===== config.mk =====
export PLATFORM = sky130hd
export DESIGN_NAME = tq_dct4_seq
export DESIGN_NICKNAME = d
export VERILOG_FILES = /design/src/rtl/tq_dct4_pkg.sv /design/src/rtl/tq_dct4_seq_spiral_0.sv /design/src/rtl/tq_dct4_seq.sv
export SDC_FILE = /design/constraint.sdc
export NUM_CORES = 1
export LEC_CHECK = 0
export BUFFER_PORTS_ARGS = -buffer_cell sky130_fd_sc_hd__buf_2
export CORE_MARGIN = 2
export CORE_UTILIZATION = 35
export CTS_CLUSTER_DIAMETER = 60
export CTS_CLUSTER_SIZE = 16
export DETAILED_ROUTE_END_ITERATION = 7
export HOLD_SLACK_MARGIN = 0.1
export SLEW_MARGIN = 20
export SYNTH_ARGS = -nofsm -noshare
export SYNTH_HDL_FRONTEND = slang
export SYNTH_SLANG_ARGS = --single-unit

===== constraint.sdc =====
create_clock -name clk -period 16.78 [get_ports clk]
set_input_delay 2.517 -clock clk [delete_from_list [all_inputs] [get_ports clk]]
set_output_delay 2.517 -clock clk [all_outputs]
set_load 0.05 [all_outputs]

===== src/rtl/tq_dct4_pkg.sv =====
// Shared definitions for the 4-point forward DCT row engine: FSM state
// encoding, multiplier datapath widths and the DCT coefficient constants.
package tq_dct4_pkg;

    typedef enum logic [1:0] {
        IDLE = 2'd0,
        MUL0 = 2'd1,
        MUL1 = 2'd2,
        OUT  = 2'd3
    } state_e;

    // Operand width at the shared constant multiplier and its product width.
    localparam int MUL_W  = 20;
    localparam int PROD_W = 27;

    // 4-point DCT basis constants (even rows use 64, odd rows use 83/36).
    localparam int COEF_64 = 64;
    localparam int COEF_83 = 83;
    localparam int COEF_36 = 36;

endpackage


===== src/rtl/tq_dct4_seq_spiral_0.sv =====
// spiral_0: multiplierless constant multiplier producing 36*x and 83*x from
// a single signed operand using shift-and-add networks.
module spiral_0
    import tq_dct4_pkg::*;
(
    input  logic signed [MUL_W-1:0]  i_data,
    output logic signed [PROD_W-1:0] o_data_36,
    output logic signed [PROD_W-1:0] o_data_83
);

    logic signed [PROD_W-1:0] x;

    assign x = PROD_W'(i_data);

    // 36 = 32 + 4
    assign o_data_36 = (x <<< 5) + (x <<< 2);
    // 83 = 64 + 16 + 2 + 1
    assign o_data_83 = (x <<< 6) + (x <<< 4) + (x <<< 1) + x;

endmodule


===== src/rtl/tq_dct4_seq.sv =====
// tq_dct4_seq: sequenced 1-D 4-point forward DCT row engine.
// Even outputs come from shift/add of the registered butterflies; both odd
// outputs share one spiral_0 instance, fed O0 in MUL0 and O1 in MUL1.
// Optional build macro: TQ_DCT4_ROUND_EN adds (v + 2^(SHIFT-1)) >>> SHIFT
// rounding on every output in the MUL1 cycle.
module tq_dct4_seq
    import tq_dct4_pkg::*;
#(
    parameter int IN_W  = 16,
    parameter int OUT_W = 28,
    parameter int SHIFT = 1
) (
    input  logic                    clk,
    input  logic                    rst_n,
    input  logic                    i_valid,
    output logic                    o_ready,
    input  logic signed [IN_W-1:0]  i_x0,
    input  logic signed [IN_W-1:0]  i_x1,
    input  logic signed [IN_W-1:0]  i_x2,
    input  logic signed [IN_W-1:0]  i_x3,
    output logic                    o_valid,
    input  logic                    i_ready,
    output logic signed [OUT_W-1:0] o_y0,
    output logic signed [OUT_W-1:0] o_y1,
    output logic signed [OUT_W-1:0] o_y2,
    output logic signed [OUT_W-1:0] o_y3,
    output logic [1:0]              o_row,
    output logic                    o_last
);

    localparam int BF_W    = IN_W + 1;
    localparam int EVEN_SH = $clog2(COEF_64);

    state_e state_q, state_d;
    logic   accept;

    logic signed [BF_W-1:0]   e0_q, e1_q, o0_q, o1_q;
    logic signed [MUL_W-1:0]  mul_in;
    logic signed [PROD_W-1:0] m36, m83;
    logic signed [PROD_W-1:0] p36_q, p83_q;

    logic signed [OUT_W-1:0]  y0_full, y1_full, y2_full, y3_full;
    logic signed [OUT_W-1:0]  y0_d, y1_d, y2_d, y3_d;
    logic signed [OUT_W-1:0]  y0_q, y1_q, y2_q, y3_q;
    logic [1:0]               row_q;

    assign accept = i_valid & o_ready;

    // State register.
    always_ff @(posedge clk or negedge rst_n) begin
        if (!rst_n) begin
            state_q <= IDLE;
        end else begin
            // NOTE: non-blocking so every flop samples pre-edge values.
            state_q <= state_d;
        end
    end

    // Next-state and handshake outputs; o_ready depends only on state and i_ready.
    always_comb begin
        // NOTE: defaults first so no path leaves a signal unassigned (no latch).
        state_d = state_q;
        o_ready = 1'b0;
        o_valid = 1'b0;
        unique case (state_q)
            IDLE: begin
                o_ready = 1'b1;
                if (i_valid) state_d = MUL0;
            end
            MUL0: state_d = MUL1;
            MUL1: state_d = OUT;
            OUT: begin
                o_valid = 1'b1;
                if (i_ready) begin
                    o_ready = 1'b1;
                    state_d = i_valid ? MUL0 : IDLE;
                end
            end
            default: state_d = IDLE;
        endcase
    end

    // Butterflies captured on the accepting edge.
    always_ff @(posedge clk or negedge rst_n) begin
        if (!rst_n) begin
            // NOTE: datapath flops are reset too, so outputs read 0 after reset.
            e0_q <= '0;
            e1_q <= '0;
            o0_q <= '0;
            o1_q <= '0;
        end else if (accept) begin
            e0_q <= BF_W'(i_x0) + BF_W'(i_x3);
            e1_q <= BF_W'(i_x1) + BF_W'(i_x2);
            o0_q <= BF_W'(i_x0) - BF_W'(i_x3);
            o1_q <= BF_W'(i_x1) - BF_W'(i_x2);
        end
    end

    // Shared multiplier operand: O0 during MUL0, O1 during MUL1.
    assign mul_in = (state_q == MUL1) ? MUL_W'(o1_q) : MUL_W'(o0_q);

    spiral_0 u_spiral (
        .i_data    (mul_in),
        .o_data_36 (m36),
        .o_data_83 (m83)
    );

    // Hold the O0 products for use alongside the O1 products in MUL1.
    always_ff @(posedge clk or negedge rst_n) begin
        if (!rst_n) begin
            p36_q <= '0;
            p83_q <= '0;
        end else if (state_q == MUL0) begin
            p36_q <= m36;
            p83_q <= m83;
        end
    end

`ifdef TQ_DCT4_ROUND_EN
    function automatic logic signed [OUT_W-1:0] round_shift(input logic signed [OUT_W-1:0] v);
        return (v + (OUT_W'(1) <<< (SHIFT - 1))) >>> SHIFT;
    endfunction
`else
    // Full-precision build: SHIFT has no effect.
    logic unused_shift;
    assign unused_shift = |SHIFT;
`endif

    // Output coefficients at OUT_W, optionally rounded, formed during MUL1.
    always_comb begin
        y0_full = (OUT_W'(e0_q) + OUT_W'(e1_q)) <<< EVEN_SH;
        y2_full = (OUT_W'(e0_q) - OUT_W'(e1_q)) <<< EVEN_SH;
        y1_full = OUT_W'(p83_q) + OUT_W'(m36);
        y3_full = OUT_W'(p36_q) - OUT_W'(m83);
`ifdef TQ_DCT4_ROUND_EN
        y0_d = round_shift(y0_full);
        y1_d = round_shift(y1_full);
        y2_d = round_shift(y2_full);
        y3_d = round_shift(y3_full);
`else
        y0_d = y0_full;
        y1_d = y1_full;
        y2_d = y2_full;
        y3_d = y3_full;
`endif
    end

    // Output registers, loaded once per row and held through OUT.
    always_ff @(posedge clk or negedge rst_n) begin
        if (!rst_n) begin
            y0_q <= '0;
            y1_q <= '0;
            y2_q <= '0;
            y3_q <= '0;
        end else if (state_q == MUL1) begin
            y0_q <= y0_d;
            y1_q <= y1_d;
            y2_q <= y2_d;
            y3_q <= y3_d;
        end
    end

    // Row index within the 4x4 block, advanced on each output handshake.
    always_ff @(posedge clk or negedge rst_n) begin
        if (!rst_n) begin
            row_q <= 2'd0;
        end else if (o_valid && i_ready) begin
            row_q <= row_q + 2'd1;
        end
    end

    assign o_y0   = y0_q;
    assign o_y1   = y1_q;
    assign o_y2   = y2_q;
    assign o_y3   = y3_q;
    assign o_row  = row_q;
    assign o_last = o_valid & (row_q == 2'd3);

endmodule


---- Word level (Yosys, flattened, before mapping) ----
Index checks and enable logic that the tools add are counted.
storage, ports and cells
  logic and storage cells ................. 44
  input port bits ......................... 68
  register bits ........................... 225
operators by class
  mux-type cells .......................... 8
  equality and inequality tests ........... 6
  bitwise operators ....................... 2
  add/sub/neg operators ................... 13
  reduce and logical (&&, ||, !) cells .... 3
operator list
  operator                                                         count
  16-bit by 16-bit adder with 17-bit output                        2
  16-bit by 16-bit subtractor with 17-bit output                   2
  27-bit by 26-bit adder with 28-bit output                        1
  26-bit by 27-bit subtractor with 28-bit output                   1
  26-bit by 24-bit adder with 27-bit output                        1
  27-bit by 20-bit adder with 27-bit output                        1
  27-bit by 21-bit adder with 27-bit output                        1
  25-bit by 22-bit adder with 26-bit output                        1
  20-bit two-way mux                                               1
  17-bit by 17-bit adder with 18-bit output                        1
  17-bit by 17-bit subtractor with 18-bit output                   1
  2-bit case mux with 4 select lines                               1
  2-bit == test, second input constant                             3
  2-bit two-way mux                                                2
  2-bit != test, second input constant                             2
  1-bit two-way mux                                                3
  2-bit by 1-bit adder with 2-bit output, second input constant    1
  1-bit AND                                                        2
  2-bit by 1-bit == test with 1-bit output, second input constant  1
  2-bit zero test                                                  1
  1-bit case mux with 2 select lines                               1
  2-bit AND reduction                                              1
  1-bit logical AND                                                1

---- Depth between registers and ports, before layout ----
Gate-level depths: netlist of run 1.
  word-level depth ........................ 6
  mapped depth ............................ 30
  gate-level depth less buffers ........... 28

---- Hierarchy ----
Synthesis of run 1 repeated with hierarchy kept, for this count alone.
unflattened totals
  cells, all modules ...................... 2096
  area total of the unflattened synthesis .. 18681.7 um^2
modules (own cells, without submodules)
  module       times used  area an instance (um^2)  cells each
  tq_dct4_seq  1           15582.4                  1710
  spiral_0     1           3099.2                   386

---- Worst setup path after synthesis of run 1 ----
Ideal clock, no wire load.
  path kind ............................... reg-to-reg
  from .................................... reg state_q[0]
  to ...................................... reg y3_q[23] (netlist: o_y3[23])
  cell stages (with the launch flop) ...... 29
  setup slack ............................. 10.551 ns
  data required time ...................... 16.643 ns
  data arrival time ....................... 6.092 ns
  path through ............................ dfrtp_1 inv_1 ha_1 buf_4 buf_4 clkbuf_1 clkbuf_1 mux2_2 ha_1 inv_1 fa_1 inv_1 ha_1 a21oi_1 nand2_1 xnor2_1 ha_1 nand4_1 a21oi_1 a211oi_1 a31oi_1 o221ai_1 a21oi_1 a21oi_2 maj3_2 a21oi_2 mux2i_1 xnor2_1 a21oi_1
on the way
  word-level cells in the longest chain between the ends .. 6
ends and longest elaborated chain
  item                                            RTL line                                text
  start: declaration                              tq_dct4_seq.sv:34                       state_e state_q, state_d;
  start signal: assignment                        tq_dct4_seq.sv:55                       state_q <= state_d;
  2-bit == test (*)                               tq_dct4_seq.sv:100, tq_dct4_seq.sv:155
  20-bit two-way mux                              tq_dct4_seq.sv:100                      assign mul_in = (state_q == MUL1) ? MUL_W'(o1_q) : MUL_W'(o0_q);
  26-bit by 24-bit adder with 27-bit output       tq_dct4_seq_spiral_0.sv:18              assign o_data_83 = (x <<< 6) + (x <<< 4) + (x <<< 1) + x;
  27-bit by 21-bit adder with 27-bit output       tq_dct4_seq_spiral_0.sv:18
  27-bit by 20-bit adder with 27-bit output       tq_dct4_seq_spiral_0.sv:18
  26-bit by 27-bit subtractor with 28-bit output  tq_dct4_seq.sv:134                      y3_full = OUT_W'(p36_q) - OUT_W'(m83);
  end signal: assignment                          tq_dct4_seq.sv:159                      y3_q <= y3_d;
  end: declaration                                tq_dct4_seq.sv:44                       logic signed [OUT_W-1:0] y0_q, y1_q, y2_q, y3_q;
Every way passes the cells marked *; elsewhere a longest branch is shown, timed or not.
A chain may end at the register's enable or synchronous reset.

---- Final worst setup path of run 1 ----
Ends and elaborated chain as after synthesis.

==> results of run 1 <==
==> cells by family (layout without fill, tap and decap cells) <==
family / count (synthesis) / in the layout / share of synthesized area, %
adder cells (fa/ha/maj): 217 / 217 / 16.8
AND/OR/NAND/NOR: 430 / 430 / 11.8
multiplexers: 97 / 97 / 6.27
flip-flops: 208 / 208 / 30.6
AO/OA/AOI/OAI: 524 / 524 / 20.1
XOR/XNOR: 147 / 147 / 7.73
buffers and inverters: 283 / 434 / 6.76
other: 1 / 14 / 0.0220
==> per-stage QoR <==
stage,utilization (%),hold slack [ns],instance area (um2),setup WS [ns],cells
finish,40.4,0.482,19300,9.02,2686
global route,40.4,0.504,19300,8.27,2684
CTS,40.4,0.484,19300,8.95,2684
detailed placement,38.5,0.469,18400,9.00,2638
global placement,38.5,0.464,18400,9.18,2638
floorplan,-,0.443,17100,10.55,1918
==> cell type report <==
class | instances | area, um2 | area share [%]
well taps | 615 | 769 | 3.98
repair buffers | 181 | 937 | 4.85
clock inverters | 15 | 199 | 1.03
diodes | 2 | 5.00 | 0.0259
flip-flops and latches | 208 | 5200 | 26.9
multi-input cells | 1427 | 10700 | 55.5
inverters | 207 | 777 | 4.02
clock buffers | 31 | 698 | 3.61
==> path summary, 6_finish.rpt <==
kind	start	end	slack [ns]	cells after the start
worst max-delay path	state_q[0]	o_y3[23]	9.02	27
worst min-delay path	o0_q[11]	o0_q[11]	0.48	2
worst max register to register	state_q[0]	o_y3[23]	9.02	27
worst min register to register	o0_q[11]	o0_q[11]	0.48	2
max in group asynchronous	rst_n	o0_q[15]	13.38	2
min in group asynchronous	rst_n	o_y1[6]	1.98	1
==> registers in the layout (all words and copies together), names as in the netlist <==
name / flops
p36_q: 20
o_y2: 18
p83_q: 27
state_q: 2
o_y3: 28
o_row: 2
o0_q: 16
e1_q: 17
o_y0: 17
o1_q: 16
o_y1: 28
e0_q: 17
==> critical path, stage by stage (launching register included) <==
cell,delay [ns]
dfrtp_1,0.43
inv_1,0.16
ha_4,0.66
buf_4,0.74
mux2i_1,0.68
inv_1,0.29
ha_1,0.36
inv_1,0.05
fa_1,0.49
inv_1,0.04
ha_1,0.22
or3_1,0.37
o21ai_2,0.23
nand2_1,0.10
xnor2_1,0.16
ha_1,0.37
nand4_1,0.14
a21oi_1,0.15
a211oi_1,0.08
a31oi_1,0.27
o221ai_1,0.21
a21oi_1,0.21
a21oi_2,0.10
maj3_2,0.35
a21oi_2,0.23
mux2i_1,0.25
xnor2_1,0.15
a21oi_1,0.08
==> cell usage in the layout (no fill, tap or decap), types with 8 or more instances in the layout <==
| cell type | Yosys | final |
|---|---|---|
| o21ai_0 | 106 | 106 |
| xor2_1 | 29 | 29 |
| a31oi_1 | 14 | 14 |
| a211oi_1 | 17 | 17 |
| inv_1 | 203 | 202 |
| nor3_1 | 32 | 32 |
| o31a_1 | 9 | 9 |
| o31ai_1 | 33 | 33 |
| buf_2 | 1 | 171 |
| nor2b_1 | 17 | 17 |
| and3_1 | 14 | 14 |
| xnor2_1 | 115 | 115 |
| nand2_1 | 144 | 143 |
| nand3_1 | 23 | 23 |
| a21o_1 | 34 | 34 |
| a21oi_2 | 10 | 10 |
| mux2i_1 | 28 | 28 |
| o211ai_1 | 9 | 9 |
| o21bai_1 | 23 | 23 |
| o21ai_1 | 28 | 28 |
| buf_4 | 23 | 9 |
| conb_1 | 1 | 12 |
| o21a_1 | 22 | 22 |
| fa_1 | 21 | 21 |
| clkbuf_16 | 0 | 25 |
| or3_1 | 8 | 8 |
| nand2b_1 | 22 | 22 |
| a21oi_1 | 143 | 143 |
| nor2_1 | 127 | 127 |
| mux2_2 | 65 | 65 |
| ha_1 | 185 | 183 |
| dfrtp_1 | 208 | 208 |
==> routing by layer <==
layer / global-route usage, % / vias to the layer above / wire [um]
met1: 23.5 / 6387 / 21200
met5: 0 / - / 46
met3: 2.87 / 58 / 1960
met4: 3.80 / 10 / 734
li1: - / 6923 / -
met2: 27.5 / 259 / 19600
==> flow_summary.toml, run 1 <==
[outcome]
outcome = "finished, final reports clean"

[cts]
clkTransAtPathRegs_ns = 0.07
cts_hold_buf = 0
worstSkewPairLatency_ns = 0.55
post_cts_buffers = 0
clockBufferDepth = 3
cts-root-buf = "clkbuf_16"
ctsResizeCount = 0
clock_sinks = 208
cts_tree = "done"
cts_made_buffers = 25
cts_max_level = 1

[worst_setup_path]
crit_required_ns = 17.17
setup.worst_path.start_class = "register"
crit_arrival_ns = 8.15
end_kind = "register"
path_class = "register to register"
critPathMaxFanout = 62

[die]
ios = 185
core_area_mm2 = 0.0478
rows = 80
die_h_um = 225
fp.dieW_um = 225
die_area_mm2 = 0.0504
initial_core_util_pct = 35.6

[synth]
ys.flop_type = "dfrtp_1"
synth_cell_types = 92
ys_seq_elements = 208
netlist_area_mm2 = 0.0170
synth_warnings = 0
ys_seq_area_share_pct = 30.6
netlist_instances = 1907
synthArstFlopShare_pct = 100
yosysMostFrequentCell = "dfrtp_1"
yosysTopAreaCellShare_pct = 30.6
synth_area_leaders = "dfrtp_1, ha_1, xnor2_1"
synth_edf_count = 0
synth_top_cell_by_area = "dfrtp_1"
synthTopCellsByCount = "dfrtp_1, inv_1, ha_1, nand2_1, a21oi_1"
synth.avg_cell_area_um2 = 8.92

[detailed_routing]
via_count = 13600
viasPerCell = 5.08
drc = 0
drtPass1Iterations = 5
avgRoutedWirePerCell_um = 16.2
drtAntennaViolNets = 0
drt_iter0_drc = 584
routed_wirelength_um = 43600

[timing]
rsz0062_at_grt = "false"
drv_slew = 0
fmax_mhz = 129
final-setup-viol-count = 0
fin_worst_skew_ns = 0.0122
hold_viol_final = 0
period_share_pct = 46.2
min_period_ns = 7.76
slew_headroom_pct = 39.4
tightestPinTransition_ns = 0.909
tns_ns = 0

[placement]
hpwl_um = 34200
numPortBuffers = 172
place_congestion = 0.905

[final_layout]
fill_cells = 4815
syn_to_final_growth_pct = 13.5
nets = 2324
drive_above_1_share_pct = 16.7

[worst_hold_path]
hold_class = "register to register"

[global_route]
grt_max_degree = 88
grt_pass1_vias = 13300
grt_overflow = 0
grt_first_pass_wirelength_um = 69400
grt_antenna_before_repair = 6
grt_use_total_pct = 16.9

[flow_run]
cap_violations = 0
Power of run 1 is not shown: default switching activity piles up to over one toggle a cycle in this logic, so the estimate is an artifact.
==> run 2, diff against run 1 <==
Settings changed: ABC_AREA set to 1.
Clock period 16.78 ns to 7.75 ns, I/O delays scaled along.
==> run 2 against run 1 <==
Final cell count increased by 29%; critical path depth rose by 3; clock skew barely moved; register-to-register slack worse by 7.6 ns; worst hold slack worse by 0.0051 ns; synthesized cell count increased by 38%; worst setup slack worse by 7.6 ns; global-route usage is 3.5 points higher; first-iteration DRC count grew 84%; sequential share of layout area shrank 2.0 points; clock-buffer cell count down 2; synthesized area grew 9.1%; critical endpoint is now o_y3[27].
==> flow_summary.toml, run 2 <==
[detailed_routing]
drc = 0
viasPerCell = 4.98
routed_wirelength_um = 56100
drt_iter0_drc = 1075
via_count = 17300
drtPass1Iterations = 6
drtAntennaViolNets = 0
avgRoutedWirePerCell_um = 16.2

[synth]
ys.flop_type = "dfrtp_1"
synth_edf_count = 0
yosysMostFrequentCell = "nand2_1"
netlist_instances = 2635
netlist_area_mm2 = 0.0186
yosysTopAreaCellShare_pct = 28.0
synth_top_cell_by_area = "dfrtp_1"
synth_cell_types = 62
synth_warnings = 0
synth.avg_cell_area_um2 = 7.05
synthArstFlopShare_pct = 100
ys_seq_elements = 208
synthTopCellsByCount = "nand2_1, inv_1, dfrtp_1, o21ai_0, ha_1"
ys_seq_area_share_pct = 28.0
synth_area_leaders = "dfrtp_1, nand2_1, ha_1"

[placement]
dp_slack_ns = 1.35
numPortBuffers = 172
placed_cell_area_mm2 = 0.0200
hpwl_um = 45500
place_congestion = 0.913

[final_layout]
final_cell_mix = "nand2_1, inv_1, dfrtp_1"
stdcell_area_mm2 = 0.0209
syn_to_final_growth_pct = 12.6
final_common_cell = "nand2_1"
antenna_cells = 0
nets = 3038
drive_above_1_share_pct = 11.5

[die]
die_h_um = 234
rows = 84
die_area_mm2 = 0.0549
core_area_mm2 = 0.0526
ios = 185
fp.dieW_um = 234
initial_core_util_pct = 35.3

[cts]
cts_max_level = 1
clockBufferDepth = 3
ctsResizeCount = 0
cts-root-buf = "clkbuf_16"
clock_sinks = 208
worstSkewPairLatency_ns = 0.56
cts_made_buffers = 26
clkTransAtPathRegs_ns = 0.06
post_cts_buffers = 0
cts_hold_buf = 0
cts_tree = "done"

[timing]
rsz0062_at_grt = "false"
fmax_mhz = 158
period_share_pct = 81.8
final-setup-viol-count = 0
tns_ns = 0
tightestPinTransition_ns = 0.866
drv_slew = 0
fin_worst_skew_ns = 0.0119
fin_ws_ns = 1.41
slew_headroom_pct = 42.3
min_period_ns = 6.34
holdWs_ns = 0.477
hold_viol_final = 0

[worst_hold_path]
hold_class = "register to register"

[worst_setup_path]
path_common_cell = "nand2_1"
critPathMaxFanout = 82
crit_required_ns = 8.20
crit_arrival_ns = 6.79
path_class = "register to register"
rrSetupSlack_ns = 1.41
worst_path_largest_cell_delay_ns = 0.66
slowest_stage = "inv_4"
end_kind = "register"
setup.worst_path.start_class = "register"

[global_route]
grt_first_pass_wirelength_um = 89400
grt_overflow = 0
grt_pass1_vias = 17000
grt_use_total_pct = 20.4
grt_antenna_before_repair = 0
grt_max_degree = 106

[flow_run]
cap_violations = 0

[outcome]
outcome = "finished, final reports clean"
run 2: changes by cell type after synthesis, sizes merged, moves of 22 or more:
cell,change
o21ai,+90
nand3,+122
nand2,+593
xnor2,-81
xor2,+46
nor2,+43
a21o,-25
inv,+164
nand4,+22
mux2i,-32
nand2b,-22
clkbuf,+22
mux2,-64
run 2: cell type report:
type                       count  area, um2
timing repair buffer         181        951
tap                          688        861
inverter                     373       1410
sequential                   208       5200
clock buffer                  29        693
fill                        5635      31600
clock inverter                19        221
multi-input combinational   1974      11600
run 2: final timing paths:
path	from	to	cells after the start
max in group asynchronous	rst_n	o_row[0]	2
worst max register to register	state_q[0]	o_y3[27]	30
min in group asynchronous	rst_n	o_y3[9]	1
worst max-delay path	state_q[0]	o_y3[27]	30
worst min-delay path	o_y1[23]	o_y1[23]	2
worst min register to register	o_y1[23]	o_y1[23]	2
run 2: cells by family (layout without fill, tap and decap cells):
family	count (synthesis)	after routing	share of synthesized area, %
buffers and inverters	464	602	9.98
muxes	1	1	0.0606
DFF	208	208	28.0
xor gates and xnor gates	111	111	5.36
AOI/OAI and AO/OA	508	508	16.1
and+or+nand+nor	1136	1136	25.7
other	1	12	0.0202
adders and majority gates	206	206	14.7
run 2: per-layer routing:
metal / wire, um / part of all wire, % / GRT usage [%] / vias up
met4: 1640 / 2.9 / 6.53 / 0
met2: 26200 / 47 / 34.8 / 369
li1: - / - / - / 8765
met5: 0 / 0 / 0 / -
met3: 2080 / 3.7 / 2.20 / 88
met1: 26200 / 47 / 27.1 / 8075
run 2: critical path: cells and delay by family (launching register included):
kind	cells	cell delay, ns
DFF	1	0.37
and+or+nand+nor	14	1.50
AOI/OAI and AO/OA	3	0.44
adders and majority gates	5	1.85
buffers and inverters	7	1.84
xor gates and xnor gates	1	0.18
run 2: metrics by stage:
| stage | utilization [%] | std cells |
|---|---|---|
| floorplan | - | 2646 |
| global placement | 38.0 | 3424 |
| detailed placement | 38.0 | 3424 |
| CTS | 39.8 | 3472 |
| global route | 39.8 | 3472 |
| finish | 39.8 | 3472 |
Power of run 2 is left out for the same reason.
==> run 3, diff against run 2 <==
Settings changed: ABC_AREA 1 to 0.
Clock period 7.75 ns to 6.15 ns, I/O delays scaled along.
==> run 3 against run 2 <==
Fmax up 7.4%; utilization up 2.2 points; flip-flop and latch count unchanged; clock-buffer cell count up 1; sequential share of layout area up 1.0 points; final cell count down 21%; final area down 4.0%; non-clock buffer count up 64; routed wire length down 20%; first-iteration DRC count down 55%; register-to-register slack worse by 1.2 ns; via count down 20%; critical path type unchanged.
==> flow_summary.toml, run 3 (same netlist as run 1, synthesis figures left out) <==
[final_layout]
register_area_mm2 = 0.00521
nets = 2390
syn_to_final_growth_pct = 18.0
final_common_cell = "dfrtp_1"
fill_cells = 4754
multi_input_area_mm2 = 0.0109
utilization_pct = 42.0
drive_above_1_share_pct = 20.7
final_cell_mix = "dfrtp_1, inv_1, ha_1"

[global_route]
grt_overflow = 0
grt_max_degree = 108
grt_first_pass_wirelength_um = 71700
grt_antenna_before_repair = 7
grt_use_total_pct = 17.5
grt_pass1_vias = 13800

[worst_setup_path]
setup.worst_path.start_class = "register"
r2r-end = "o_y3[23]"
end_kind = "register"
critPathMaxFanout = 14
path_class = "register to register"
rrSetupSlack_ns = 0.25
crit_required_ns = 6.57
rr_worst_depth = 28
path_common_cell = "xnor2_1"
slowest_stage = "fa_1"
worst_path_largest_cell_delay_ns = 0.51
r2r_start = "state_q[0]"
crit_arrival_ns = 6.32

[die]
ios = 185
core_area_mm2 = 0.0478
die_area_mm2 = 0.0504
initial_core_util_pct = 35.6
die_h_um = 225
rows = 80
fp.dieW_um = 225

[detailed_routing]
drt_iter0_drc = 480
avgRoutedWirePerCell_um = 16.2
via_count = 13900
drc = 0
routed_wirelength_um = 44600
drtAntennaViolNets = 0
viasPerCell = 5.04
drtPass1Iterations = 5

[timing]
hold_viol_final = 0
tightestPinTransition_ns = 0.901
slew_headroom_pct = 39.9
fmax_mhz = 169
final-setup-viol-count = 0
period_share_pct = 96.0
fin_worst_skew_ns = 0.0139
rsz0062_at_grt = "true"
min_period_ns = 5.90
drv_slew = 0

[cts]
cts_made_buffers = 27
cts-root-buf = "clkbuf_16"
cts_max_level = 1
cts_hold_buf = 0
clockBufferDepth = 3
cts_tree = "done"
worstSkewPairLatency_ns = 0.56
clkTransAtPathRegs_ns = 0.07
clock_sinks = 208

[placement]
place_congestion = 0.888
numPortBuffers = 172
hpwl_um = 34900

[outcome]
outcome = "finished, final reports clean"

[worst_hold_path]
hold_class = "input port to async pin"

[flow_run]
cap_violations = 0
run 3: cell count changes in the layout (fill, tap and decap cells not counted), sizes merged, moves of 46 or more:
cell / previous run / this run
buf: 181 / 243
mux2: 1 / 65
nand2: 737 / 144
nand3: 145 / 23
xor2: 76 / 30
inv: 379 / 213
xnor2: 35 / 116
o21ai: 229 / 139
run 3: through the flow:
| step | area, um2 | setup TNS, ns | hold slack [ns] | worst slack (ns) | cells |
|---|---|---|---|---|---|
| after global placement | 18800 | 0 | 0.461 | 0.0928 | 2683 |
| after global routing | 20100 | -0.136 | 0.501 | -0.128 | 2753 |
| after CTS | 19800 | 0 | 0.480 | 0.0226 | 2737 |
| after floorplan | 17100 | 0 | 0.443 | 0.0105 | 1918 |
| after detailed placement | 18800 | -0.208 | 0.464 | -0.0955 | 2683 |
| final | 20100 | 0 | 0.444 | 0.249 | 2755 |
run 3: what timing repair did:
action                     in CTS  in global routing
pin swaps                       0                 14
setup endpoints to repair       5                 16
setup buffers                   4                 15
resized for setup               2                 36
run 3: area by class of cell:
cell class | instances | share of cell area [%]
multi-input combinational | 1427 | 54.3
sequential | 208 | 25.9
clock inverter | 20 | 1.29
timing repair buffer | 245 | 7.31
tap | 615 | 3.83
inverter | 207 | 3.87
antenna | 3 | 0.0374
clock buffer | 30 | 3.47
run 3: layer usage:
layer / part of all wire [%] / wire length (um) / GRT usage [%]
met1: 47 / 21100 / 23.6
met2: 46 / 20500 / 29.0
met3: 4.5 / 2020 / 2.97
met4: 2.2 / 994 / 4.36
met5: 0.087 / 39 / 0
run 3: how the worst max path moves through the flow:
stage | from | to | slack (ns) | cells after the start
after floorplan | state_q[0] | o_y3[23] | 0.01 | 28
after global placement | state_q[0] | o_y3[23] | 0.09 | 27
after detailed placement | state_q[0] | o_y3[23] | -0.1 | 27
after CTS | state_q[0] | o_y1[26] | 0.02 | 27
after global routing | state_q[0] | o_y3[23] | -0.13 | 29
final | state_q[0] | o_y3[23] | 0.25 | 28
run 3: critical path: cells and delay by family, from the launching register on:
| kind | cells | cell delay [ns] |
|---|---|---|
| adders and majority gates | 5 | 1.74 |
| AOI/OAI and AO/OA | 9 | 1.50 |
| and+or+nand+nor | 4 | 0.69 |
| buffers and inverters | 5 | 0.55 |
| muxes | 2 | 0.49 |
| xor gates and xnor gates | 3 | 0.40 |
| DFF | 1 | 0.39 |
Power of run 3 is left out for the same reason.
